<file path="src/rtl/fetch_pc_unit_pkg.sv">
// Shared types and defaults for the fetch PC unit: state encoding and address defaults.
package fetch_pc_unit_pkg;

  localparam int                 DEFAULT_ADDR_W       = 32;
  localparam logic [31:0]        DEFAULT_RESET_VECTOR = 32'hBFC0_0000;

  typedef enum logic [1:0] {
    BOOT = 2'd0,
    RUN  = 2'd1,
    HOLD = 2'd2
  } fetch_state_t;

endpackage

</file>
<file path="src/rtl/fetch_pc_unit_if_id_slot.sv">
// IF/ID pipeline register: PC, valid and taken-entry bits with load enable,
// synchronous clear and a combinational squash of the valid bit on flush.
module fetch_pc_unit_if_id_slot #(
  parameter int W = 32
) (
  input  logic         clk,
  input  logic         srst,
  input  logic         load_en,
  input  logic         flush,
  input  logic [W-1:0] pc_in,
  input  logic         valid_in,
  input  logic         taken_in,
  output logic [W-1:0] pc_out,
  output logic         valid_out,
  output logic         taken_out
);

  logic [W-1:0] pc_q, pc_d;
  logic         valid_q, valid_d;
  logic         taken_q, taken_d;

  always_comb begin
    pc_d    = pc_q;
    valid_d = valid_q;
    taken_d = taken_q;
    if (load_en) begin
      pc_d    = pc_in;
      valid_d = valid_in;
      taken_d = taken_in;
    end
  end

  always_ff @(posedge clk) begin
    if (srst) begin
      pc_q    <= '0;
      valid_q <= 1'b0;
      taken_q <= 1'b0;
    end else begin
      pc_q    <= pc_d;
      valid_q <= valid_d;
      taken_q <= taken_d;
    end
  end

  // The wrong-path occupant is killed in the same cycle the flush arrives.
  assign valid_out = valid_q & ~flush;
  assign pc_out    = pc_q;
  assign taken_out = taken_q;

endmodule

</file>
<file path="src/rtl/fetch_pc_unit.sv">
// Next-PC / fetch-address stage closing the loop around the BTB, with stall hold.
// Optional fetch/redirect/stall counters are built when FETCH_STATS_EN is defined.
module fetch_pc_unit
  import fetch_pc_unit_pkg::*;
#(
  parameter int                ADDR_W       = DEFAULT_ADDR_W,
  parameter logic [ADDR_W-1:0] RESET_VECTOR = ADDR_W'(DEFAULT_RESET_VECTOR)
) (
  input  logic              CLK,
  input  logic              RESET,
  input  logic              STALL,
  input  logic              FLUSH_IN,
  input  logic              take_Branch_IN,
  input  logic [ADDR_W-1:0] take_Alt_PC_IN,
  output logic [ADDR_W-1:0] Instr_PC_OUT_IF,
  output logic              Fetch_Valid_OUT_IF,
  output logic [ADDR_W-1:0] Instr_PC_OUT_ID,
  output logic              Valid_OUT_ID,
`ifdef FETCH_STATS_EN
  output logic [31:0]       Fetch_Count_OUT,
  output logic [31:0]       Redirect_Count_OUT,
  output logic [31:0]       Stall_Count_OUT,
`endif
  output logic              Taken_Entry_OUT_ID
);

  fetch_state_t      state_q, state_d;
  logic [ADDR_W-1:0] pc_q, pc_d;
  logic [ADDR_W-1:0] if_pc;
  logic              hold_req;
  logic              slot_load;
  logic              fetch_valid;

  // A flush always wins over a stall: the redirect must be fetched now.
  assign hold_req    = STALL & ~FLUSH_IN;
  assign slot_load   = ~hold_req;
  assign fetch_valid = slot_load & ~RESET;

  always_ff @(posedge CLK) begin
    if (RESET) begin
      state_q <= BOOT;
      pc_q    <= RESET_VECTOR;
    end else begin
      state_q <= state_d;
      pc_q    <= pc_d;
    end
  end

  always_comb begin
    state_d = state_q;
    case (state_q)
      BOOT:    state_d = hold_req ? HOLD : RUN;
      RUN:     state_d = hold_req ? HOLD : RUN;
      HOLD:    state_d = hold_req ? HOLD : RUN;
      default: state_d = BOOT;
    endcase
  end

  // In HOLD the BTB is re-evaluating pc_q, so its output is next(pc_q) on release.
  always_comb begin
    if_pc = RESET_VECTOR;
    case (state_q)
      BOOT:    if_pc = RESET_VECTOR;
      RUN:     if_pc = take_Alt_PC_IN;
      HOLD:    if_pc = FLUSH_IN ? take_Alt_PC_IN : pc_q;
      default: if_pc = RESET_VECTOR;
    endcase
  end

  assign pc_d               = if_pc;
  assign Instr_PC_OUT_IF    = if_pc;
  assign Fetch_Valid_OUT_IF = fetch_valid;

  fetch_pc_unit_if_id_slot #(
    .W (ADDR_W)
  ) u_if_id_slot (
    .clk       (CLK),
    .srst      (RESET),
    .load_en   (slot_load),
    .flush     (FLUSH_IN),
    .pc_in     (if_pc),
    .valid_in  (fetch_valid),
    .taken_in  ((state_q != BOOT) & take_Branch_IN),
    .pc_out    (Instr_PC_OUT_ID),
    .valid_out (Valid_OUT_ID),
    .taken_out (Taken_Entry_OUT_ID)
  );

`ifdef FETCH_STATS_EN
  logic [31:0] fetch_cnt_q, fetch_cnt_d;
  logic [31:0] redirect_cnt_q, redirect_cnt_d;
  logic [31:0] stall_cnt_q, stall_cnt_d;

  always_comb begin
    fetch_cnt_d    = fetch_cnt_q + {31'd0, fetch_valid};
    redirect_cnt_d = redirect_cnt_q + {31'd0, FLUSH_IN};
    stall_cnt_d    = stall_cnt_q + {31'd0, (state_q == HOLD)};
  end

  always_ff @(posedge CLK) begin
    if (RESET) begin
      fetch_cnt_q    <= '0;
      redirect_cnt_q <= '0;
      stall_cnt_q    <= '0;
    end else begin
      fetch_cnt_q    <= fetch_cnt_d;
      redirect_cnt_q <= redirect_cnt_d;
      stall_cnt_q    <= stall_cnt_d;
    end
  end

  assign Fetch_Count_OUT    = fetch_cnt_q;
  assign Redirect_Count_OUT = redirect_cnt_q;
  assign Stall_Count_OUT    = stall_cnt_q;
`endif

endmodule

</file>
<file path="config.mk">
export PLATFORM = sky130hd
export DESIGN_NAME = fetch_pc_unit
export DESIGN_NICKNAME = d
export VERILOG_FILES = /design/src/rtl/fetch_pc_unit_pkg.sv /design/src/rtl/fetch_pc_unit_if_id_slot.sv /design/src/rtl/fetch_pc_unit.sv
export SDC_FILE = /design/constraint.sdc
export NUM_CORES = 1
export LEC_CHECK = 0
export BUFFER_PORTS_ARGS = -buffer_cell sky130_fd_sc_hd__buf_2
export CORE_UTILIZATION = 26
export CTS_CLUSTER_DIAMETER = 30
export CTS_CLUSTER_SIZE = 40
export DETAILED_ROUTE_END_ITERATION = 12
export PLACE_DENSITY_LB_ADDON = 0.08
export SLEW_MARGIN = 20
export SYNTH_ARGS = -nofsm -noshare
export SYNTH_HDL_FRONTEND = slang
export SYNTH_SLANG_ARGS = --single-unit
</file>
<file path="constraint.sdc">
create_clock -name CLK -period 4.1 [get_ports CLK]
set_input_delay 0.41 -clock CLK [delete_from_list [all_inputs] [get_ports CLK]]
set_output_delay 0.41 -clock CLK [all_outputs]
set_load 0.005 [all_outputs]
</file>
==> results.py <==
metrics = {
    "cells_and_area": {
        "fillers": 1330,
        "multiInputGateArea_sq_mm": 0.00183,
        "num_antenna_cells": 0,
        "fin_nets": 484,
        "final_cells": 619,
        "area_growth_pct": 27.1,
        "fin_util_pct": 34.2,
        "drive_gt1_share_pct": 41.8,
        "register_area_sq_mm": 0.00136,
    },
    "sta": {
        "finalSetupViolCount": 0,
        "hold_viol": 0,
        "min_period_over_period_pct": 68.1,
        "finalCriticalPeriod_ns": 2.79,
        "drv_slew": 0,
        "relSlewSlack_pct": 25.8,
        "fin_worst_skew_ns": 0.00607,
        "rsz0062_at_grt": "false",
        "tns_ns": 0,
        "worstMarginPinSlew_ns": 1.11,
        "fmax_mhz": 358,
    },
    "power": {
        "power.leakage_uw": 0.00191,
        "p_per_area_mw_per_mm2": 458,
        "ir_drop_v": 0.000203,
    },
    "route": {
        "drt_iter0_drc": 185,
        "ant_nets": 0,
        "routed_via_density": 4.64,
        "vias": 2872,
        "firstDrtPassIters": 4,
        "drt_wl_total_um": 9480,
        "post-route-drc-count": 0,
        "post_drt_wl_per_cell_um": 15.3,
    },
    "min_path": {
        "hp-class": "input pin to flop",
    },
    "worst_setup_path": {
        "startpoint_type": "flop",
        "arrival_ns": 2.38,
        "r2r-end": "u_if_id_slot.pc_out[22]$_SDFFE_PP0N_",
        "endpoint": "Instr_PC_OUT_IF[9]",
        "regToRegSetupSlack_ns": 2.00,
        "crit_type": "flop to output port",
        "worstRegToRegCells": 6,
        "r2r-start": "state_q[0]$_SDFF_PP0_",
        "path_max_fanout": 28,
        "worst_ep_required_time_ns": 3.69,
        "crit_start": "state_q[1]$_SDFF_PP0_",
        "crit_path_end_kind": "output port",
    },
    "clock_tree": {
        "cts.sinks": 68,
        "htreeDepth": 3,
        "cts_buffer_depth": 2,
        "clk_latency_ns": 0.34,
        "clockRootBuffer": "clkbuf_16",
        "tritoncts": "done",
        "cts-buffers-inserted": 9,
        "holdBufCountCts": 0,
        "post_cts_resized": 0,
        "cts_setup_buffers": 0,
        "clk_pin_slew_worst_paths_ns": 0.06,
    },
    "die": {
        "die_width_um": 117,
        "pin_count": 104,
        "start_util_pct": 26.9,
        "fp-row-count": 41,
        "core_sq_mm": 0.0128,
        "dieHeight_um": 117,
        "die_area_sq_mm": 0.0137,
    },
    "synthesis": {
        "postSynthAreaPerCell_sq_um": 9.45,
        "netlist_area_sq_mm": 0.00344,
        "synth-seq-cells": 68,
        "yosysSeqAreaShare_pct": 39.6,
        "ys_types": 28,
        "synthCells": 364,
        "syn_nets": 406,
        "yosysWarnings": 0,
    },
    "global_routing": {
        "grt_pass1_wl_um": 15000,
        "grt_max_degree": 66,
        "first_global_vias": 2742,
        "grt_usage_pct": 14.7,
        "antenna_found_initial": 1,
        "grt_overflow": 0,
    },
    "place": {
        "portBuffers": 103,
        "gp_congestion": 0.670,
        "placed_cells": 603,
        "dp_hpwl_um": 6160,
    },
    "outcome": {
        "status": "completed",
    },
    "run": {
        "drv_cap": 0,
    },
}
-- power breakdown --
part	switching (uW)	leakage, uW	total, uW	internal [uW]
registers	11.6	0.000556	703	691
clock network	307	0.000186	1020	716
logic	161	0.00117	276	115
total	480	0.00191	2000	1520
-- kinds of logic after synthesis --
family / synth area share [%]
buf+inv: 7.71
simple gates: 23.8
compound gates: 14.5
flops: 39.6
mux: 12.6
fa+ha+maj: 1.82
-- final cells by class --
class                      instances  share of cell area (%)
tap                              172                    4.92
sequential                        68                    31.1
clock inverter                     7                    3.72
timing repair buffer             105                    12.1
clock buffer                       9                    5.15
inverter                          12                    1.03
multi-input combinational        246                    41.9
-- per-layer routing --
layer,share of wire [%],up-vias,track usage (%)
li1,-,1460,-
met3,5.3,11,3.96
met2,44,62,22.2
met4,1.7,0,6.58
met5,0,-,0
met1,49,1339,19.4
-- synth_stat cells, drive strengths merged --
| library cell | instances | area (sq um) |
|---|---|---|
| a22oi | 23 | 268 |
| a21oi | 1 | 5.00 |
| nand2b | 11 | 76.3 |
| o31ai | 1 | 7.51 |
| nand3b | 1 | 7.51 |
| dfxtp | 68 | 1360 |
| clkbuf | 12 | 45.0 |
| a211oi | 9 | 72.6 |
| nor2 | 58 | 218 |
| nor3 | 2 | 10.0 |
| ha | 5 | 62.6 |
| mux2 | 32 | 432 |
| nand4 | 44 | 275 |
| inv | 12 | 45.0 |
| nor2b | 3 | 18.8 |
| nand2 | 24 | 90.1 |
| nand3 | 22 | 110 |
| buf | 26 | 175 |
| nor3b | 1 | 12.5 |
| a221oi | 9 | 146 |
-- registers in the layout (all words and copies together), names as in the netlist --
| signal | cells |
|---|---|
| u_if_id_slot.taken_out | 1 |
| state_q | 2 |
| u_if_id_slot.valid_q | 1 |
| u_if_id_slot.pc_out | 32 |
| pc_q | 32 |
-- stage by stage --
stage               hold WS [ns]  cell area (sq um)  setup slack (ns)  total power, uW
floorplan                  0.432               3440              2.18              902
global placement           0.435               3980              1.52              996
detailed placement         0.435               3980              1.50              999
CTS                        0.325               4370              1.24             2030
global route               0.337               4370              1.10             2090
finish                     0.339               4370              1.31             2000
-- worst max-delay path, stage by stage (launching register included) --
cell     delay (ns)
dfxtp_1        0.34
inv_1          0.09
ha_2           0.65
buf_4          0.50
a22oi_2        0.15
nor2_1         0.17
buf_2          0.14
-- worst min-delay path by stage --
stage	from	to	slack [ns]	cells after the start
after CTS	take_Branch_IN	u_if_id_slot.taken_out$_SDFFE_PP0N_	0.32	3
after global routing	take_Branch_IN	u_if_id_slot.taken_out$_SDFFE_PP0N_	0.34	3
final	take_Alt_PC_IN[25]	pc_q[25]$_SDFF_PP1_	0.34	3
after floorplan	u_if_id_slot.valid_q$_SDFFE_PP0N_	u_if_id_slot.valid_q$_SDFFE_PP0N_	0.43	2
after global placement	u_if_id_slot.pc_out[16]$_SDFFE_PP0N_	u_if_id_slot.pc_out[16]$_SDFFE_PP0N_	0.44	2
after detailed placement	u_if_id_slot.pc_out[6]$_SDFFE_PP0N_	u_if_id_slot.pc_out[6]$_SDFFE_PP0N_	0.44	2
-- layout by cell type, fill, tap and decap left out, types with 12 or more instances in the layout --
master   instances
inv_1           12
nand4_1         44
nor2_1          58
nand3_1         22
mux2_2          13
mux2_4          19
buf_2          103
dfxtp_1         68
nand2_1         24
a22oi_2         19
Power figures use the tool's default switching activity.
